File: src/rtl/dl_demux32_stream.sv
// dl_demux32_stream
//   Two-entry in-order buffer that steers each beat to one of 32 destinations.
//   Every beat carries a 5-bit destination index. The head beat is offered on a
//   shared data bus, with a one-hot valid on its destination. Only that
//   destination's ready can pop it, so a stalled head blocks the beats behind it.
//
// Ports
//   clk, rst    clock, synchronous active-high reset
//   in_valid    upstream beat present
//   in_ready    registered accept; depends only on state, never on inputs
//   in_data     payload (NUM_BITS)
//   in_sel      destination index 0..31
//   out_valid   one-hot valid of the head beat, zero when empty
//   out_ready   per-destination ready; only the head's bit matters
//   out_data    head payload, holds its last value when empty
//   out_sel     head destination, holds its last value when empty
//   flush       drop all buffered beats (a pop this cycle still completes)
//   beat_count  wrapping count of completed output transfers
module dl_demux32_stream #(
  parameter int NUM_BITS = 32
) (
  input  logic                clk,
  input  logic                rst,
  input  logic                in_valid,
  output logic                in_ready,
  input  logic [NUM_BITS-1:0] in_data,
  input  logic [4:0]          in_sel,
  output logic [31:0]         out_valid,
  input  logic [31:0]         out_ready,
  output logic [NUM_BITS-1:0] out_data,
  output logic [4:0]          out_sel,
  input  logic                flush,
  output logic [15:0]         beat_count
);

  logic [NUM_BITS-1:0] r_data [2];
  logic [4:0]          r_sel  [2];
  logic                r_rd_ptr;
  logic                r_wr_ptr;
  logic [1:0]          r_count;
  logic                r_in_ready;
  logic [31:0]         r_out_valid;
  logic [NUM_BITS-1:0] r_out_data;
  logic [4:0]          r_out_sel;
  logic [15:0]         r_beat_count;

  logic                w_push;
  logic                w_pop;
  logic [1:0]          w_count_nxt;
  logic                w_rd_ptr_nxt;
  logic [NUM_BITS-1:0] w_head_data_nxt;
  logic [4:0]          w_head_sel_nxt;

  assign w_push = in_valid & r_in_ready & ~flush;
  // r_out_valid is one-hot on the head's destination and zero when empty, so
  // this is "not empty and the head's own ready bit is set".
  assign w_pop  = |(r_out_valid & out_ready);

  always_comb begin
    w_count_nxt     = r_count;
    w_rd_ptr_nxt    = r_rd_ptr ^ w_pop;
    w_head_data_nxt = r_data[w_rd_ptr_nxt];
    w_head_sel_nxt  = r_sel[w_rd_ptr_nxt];
    if (flush) begin
      w_count_nxt = 2'd0;
    end else begin
      w_count_nxt = r_count + {1'b0, w_push} - {1'b0, w_pop};
    end
    // If the beat being written now becomes the new head, it is not yet in
    // storage, so take it straight from the input.
    if (w_push && (r_wr_ptr == w_rd_ptr_nxt)) begin
      w_head_data_nxt = in_data;
      w_head_sel_nxt  = in_sel;
    end
  end

  // Storage needs no reset; r_count decides which entries are live.
  always_ff @(posedge clk) begin
    if (!rst && w_push) begin
      r_data[r_wr_ptr] <= in_data;
      r_sel[r_wr_ptr]  <= in_sel;
    end
  end

  always_ff @(posedge clk) begin
    if (rst) begin
      r_rd_ptr     <= 1'b0;
      r_wr_ptr     <= 1'b0;
      r_count      <= 2'd0;
      r_in_ready   <= 1'b0;
      r_out_valid  <= 32'd0;
      r_out_data   <= '0;
      r_out_sel    <= 5'd0;
      r_beat_count <= 16'd0;
    end else begin
      r_count    <= w_count_nxt;
      r_in_ready <= (w_count_nxt != 2'd2) && !flush;
      if (w_pop) begin
        r_beat_count <= r_beat_count + 16'd1;
      end
      if (flush) begin
        r_rd_ptr    <= 1'b0;
        r_wr_ptr    <= 1'b0;
        r_out_valid <= 32'd0;
      end else begin
        r_rd_ptr <= w_rd_ptr_nxt;
        r_wr_ptr <= r_wr_ptr ^ w_push;
        if (w_count_nxt != 2'd0) begin
          r_out_valid <= 32'd1 << w_head_sel_nxt;
          r_out_data  <= w_head_data_nxt;
          r_out_sel   <= w_head_sel_nxt;
        end else begin
          r_out_valid <= 32'd0;
        end
      end
    end
  end

  assign in_ready   = r_in_ready;
  assign out_valid  = r_out_valid;
  assign out_data   = r_out_data;
  assign out_sel    = r_out_sel;
  assign beat_count = r_beat_count;

endmodule

File: config.mk
export PLATFORM = sky130hd
export DESIGN_NAME = dl_demux32_stream
export DESIGN_NICKNAME = d
export VERILOG_FILES = /design/src/rtl/dl_demux32_stream.sv
export SDC_FILE = /design/constraint.sdc
export NUM_CORES = 1
export LEC_CHECK = 0
export CAP_MARGIN = 15
export CORE_MARGIN = 3
export CORE_UTILIZATION = 45
export DETAILED_ROUTE_END_ITERATION = 8
export PLACE_DENSITY = 0.81
export SYNTH_ARGS = -nofsm -noshare
export SYNTH_HDL_FRONTEND = slang
export SYNTH_SLANG_ARGS = --single-unit
File: constraint.sdc
create_clock -name clk -period 6.4 [get_ports clk]
set_input_delay 0.64 -clock clk [delete_from_list [all_inputs] [get_ports clk]]
set_output_delay 0.64 -clock clk [all_outputs]
set_load 0.1 [all_outputs]
==> impl_metrics.csv <==
group,metric,value,unit
pwr,power_density,248.4,mW/mm^2
timing,worst_pin_slew,1.150,ns
logic_synthesis,synthXorXnorAreaFrac,0.02317,
timing,min_period,4.511,ns
clock_network,cts_buffer_depth,2,
timing,fin_crit_sh,0.7049,
logic_synthesis,ys_ff_latch,164,
job,drv_cap,0,
cells_and_area,fillers,1113,
critical_path,crit_path_frequent_cell,"ha_1",
timing,rsz0062_at_grt,"false",
detailed_routing,drt-total-wl,17.03,mm
detailed_routing,drc,0,
logic_synthesis,synth-compound-area-share,0.1065,
timing,postLayoutSetupSlackWorst,1.889,ns
critical_path,crit_buf_inv,3,
detailed_routing,num_vias,5150,
clock_network,root_buffer,"clkbuf_16",
pwr,power_leakage,0.003203,uW
status,status,"finished clean",
critical_path,critical-path-top-delay-family,"simple AND/OR/NAND/NOR gates",
timing,max_freq,221.7,MHz
grt,gr-usage-all-layers,0.2036,
critical_path,max_stage_delay,0.53,ns
critical_path,cp_num_cells,17,
cells_and_area,n_antenna_cell,0,
detailed_routing,firstDrtPassIters,5,
critical_path,cp_max_fo,16,
floorplanning,fp-row-count,44,
critical_path,crit_type,"in2reg",
cells_and_area,syn2layout_area_growth,33.52,%
logic_synthesis,synth_adder_area_share,0.005516,
clock_network,cts.clk_slew.worst_paths,0.06,ns
clock_network,clock_sinks,164,
place,numPortBuffers,158,
floorplanning,die_width,129.0,um
place,dp_hpwl,10.92,mm
critical_path,reg2regPathDepth,16,
logic_synthesis,syn_nets,638,
grt,grt_overflow,0,
min_path,min_path_type,"reg2reg",
logic_synthesis,syn_inst,562,
floorplanning,dieArea,0.01663,sq mm
timing,hold_viol_final,0,
critical_path,critPathCaptureType,"flop",
logic_synthesis,synth_edf_count,74,
logic_synthesis,synth_cell_types,60,
grt,antenna_found_initial,0,
timing,clock_skew,0.009362,ns
detailed_routing,ant_nets,0,
cells_and_area,drive_gt1_frac,0.08787,
critical_path,worstPathArrival,4.86,ns
place,pre_cts_ws,1.484,ns
logic_synthesis,synth_top_area_frac,0.3265,
min_path,min_delay_path_depth,2,
floorplanning,start_util,0.4647,
grt,grt_max_degree,93,
logic_synthesis,avgSynthCellArea,12.11,sq um
detailed_routing,wl_per_cell,18.90,um
logic_synthesis,synth_top_flop_cell,"dfxtp_1",
logic_synthesis,syn_area,0.006805,sq mm
timing,slew_violations,0,
logic_synthesis,synth_mux_area_frac,0.05608,
cells_and_area,nets,780,
critical_path,crit_path_cell_trace,"clkdlybuf4s50_1 > a22oi_1 > nand4_1 > or3_1 > nor2_8 > inv_2 > ha_1 > inv_1 > ha_1 > xor2_1 > xnor2_1 > nor2b_1 > nor2_4 > nand2_1 > a21oi_1 > nand3b_1 > nor2_2",
clock_network,holdBufCountCts,0,
grt,grt_pass1_vias,5361,
place,place_congestion,0.8747,
clock_network,cts_resized,0,
pwr,vdd.ir_drop.worst,0.0001790,V
logic_synthesis,yosys-top-cells-area,"edfxtp_1, dfxtp_1, mux2i_1",
timing,setup_viol,0,
timing,final.setup.tns,0,ns
logic_synthesis,ys_warn_count,0,
timing,max_slew_margin,0.2333,
grt,grt_pass1_wl,26.68,mm
logic_synthesis,synth_largest_area_cell,"edfxtp_1",
critical_path,cp-start-kind,"input pin",
clock_network,cts_tree,"yes",
detailed_routing,drt-initial-drc-count,426,
critical_path,worstPathRequired,6.75,ns
logic_synthesis,synth_top_family_by_area,"simple AND/OR/NAND/NOR gates",
floorplanning,core,0.01464,sq mm
logic_synthesis,synth-simple-area-share,0.1862,
floorplanning,die_y,129.0,um
detailed_routing,avgViaCountPerCell,5.716,
clock_network,post-cts-setup-buffers,0,
clock_network,cts_buffers,17,
critical_path,slowest_stage,"or3_1",
clock_network,htreeDepth,4,
logic_synthesis,async_reset_ff_frac,0,
floorplanning,io_pins,159,
logic_synthesis,ys_seq_area_frac,0.5913,
clock_network,insertion_delay,0.42,ns
## power by group
| group | switching, uW | internal [uW] | total (uW) |
|---|---|---|---|
| logic | 92.0 | 66.2 | 158 |
| clock network | 400 | 592 | 993 |
| registers | 4.71 | 1100 | 1110 |
## final cells by class
cell class              count  area (sq um)  area share
inverters                   7         26.28    0.002892
well taps                 184         230.2     0.02534
flip-flops and latches    164          4024      0.4429
multi-input cells         350          2589      0.2849
clock buffers              24         538.0     0.05921
repair buffers            164          1622      0.1785
clock inverters             8         57.56    0.006334
## worst paths after layout
path / startpoint / endpoint / slack, ns
min: out_sel[4]$_SDFFE_PP0P_ / out_sel[4]$_SDFFE_PP0P_ / 0.48
max reg2reg: out_valid[1]$_SDFF_PP0_ / out_valid[11]$_SDFF_PP0_ / 2.20
min reg2reg: out_sel[4]$_SDFFE_PP0P_ / out_sel[4]$_SDFFE_PP0P_ / 0.48
max: out_ready[1] / out_valid[11]$_SDFF_PP0_ / 1.89
## layout by cell type (no fill, tap or decap), types with 4 or more instances in the layout
| cell | instances |
|---|---|
| edfxtp_1 | 74 |
| nor2_1 | 44 |
| clkbuf_16 | 20 |
| xor2_1 | 12 |
| xnor2_1 | 6 |
| buf_4 | 6 |
| nand2_1 | 24 |
| mux2i_1 | 37 |
| a211oi_1 | 4 |
| o311ai_0 | 32 |
| or3_1 | 5 |
| nor2_2 | 5 |
| a21oi_1 | 5 |
| nand4b_1 | 33 |
| dfxtp_1 | 90 |
| o21ai_0 | 5 |
| nand3b_1 | 35 |
| nand4_1 | 7 |
| nand3_1 | 8 |
| and3_1 | 4 |
| a22oi_1 | 18 |
| inv_1 | 4 |
| nor3_1 | 19 |
| clkdlybuf4s50_1 | 157 |
## per-stage QoR
step / total power [uW] / util / std cells / area, sq um / hold WS, ns
final: 2257 / 0.6205 / 901 / 9086 / 0.4814
after global routing: 2335 / 0.6205 / 901 / 9086 / 0.5090
after CTS: 2279 / 0.6205 / 901 / 9086 / 0.4793
after detailed placement: 1287 / 0.5798 / 869 / 8491 / 0.4627
after global placement: 1283 / 0.5798 / 869 / 8491 / 0.4520
after floorplan: 1211 / - / 562 / 6805 / 0.5376
## flip-flops by register name, summed over array words and instances (netlist names)
| signal | cells |
|---|---|
| beat_count | 16 |
| in_ready | 1 |
| out_data | 32 |
| out_sel | 5 |
| out_valid | 32 |
| r_count | 2 |
| r_data | 64 |
| r_rd_ptr | 1 |
| r_sel | 10 |
| r_wr_ptr | 1 |
## kinds of logic after synthesis
group	after synthesis
muxes	38
and+or+nand+nor	207
AOI/OAI and AO/OA	84
xor gates and xnor gates	18
adders and majority gates	3
buffers and inverters	48
DFF	164
## synthesized netlist by cell type (2+ instances only)
master and n:
xnor2_1 6, inv_2 2, buf_6 2, a2111oi_4 2
or2_1 2, a211oi_1 4, clkbuf_1 27, nand3_1 8
nand2b_1 2, and2_1 2, o21bai_1 2, nor2_1 45
o311ai_0 32, or3_1 5, a21oi_1 5, o21ai_0 5
buf_4 2, dfxtp_1 90, edfxtp_1 74, mux2i_1 37
nand4b_1 33, buf_1 2, a32oi_1 2, inv_1 4
or2_2 2, xor2_1 12, a22oi_1 18, nand4_1 7
buf_2 8, ha_1 3, nor2_2 5, a221oi_1 3
nand3b_1 35, nor3_1 19, nand2_1 24, and3_1 4
o211ai_1 2, nor4_1 3
## per-layer routing
layer / global-route usage / vias up / share of wire
li1: - / 2449 / -
met1: 0.2587 / 2494 / 0.43
met2: 0.3402 / 186 / 0.50
met3: 0.05230 / 21 / 0.062
met4: 0.06733 / 0 / 0.014
met5: 0 / - / 0
## worst reg2reg max path: cells and delay by family, from the launching register on
kind / cells / cell delay, ns
XOR/XNOR: 2 / 0.31
AND/OR/NAND/NOR: 8 / 2.09
flip-flops: 1 / 0.31
buffers and inverters: 2 / 0.21
AO/OA/AOI/OAI: 2 / 0.74
adder cells (fa/ha/maj): 2 / 0.48
Power figures use the tool's default switching activity.
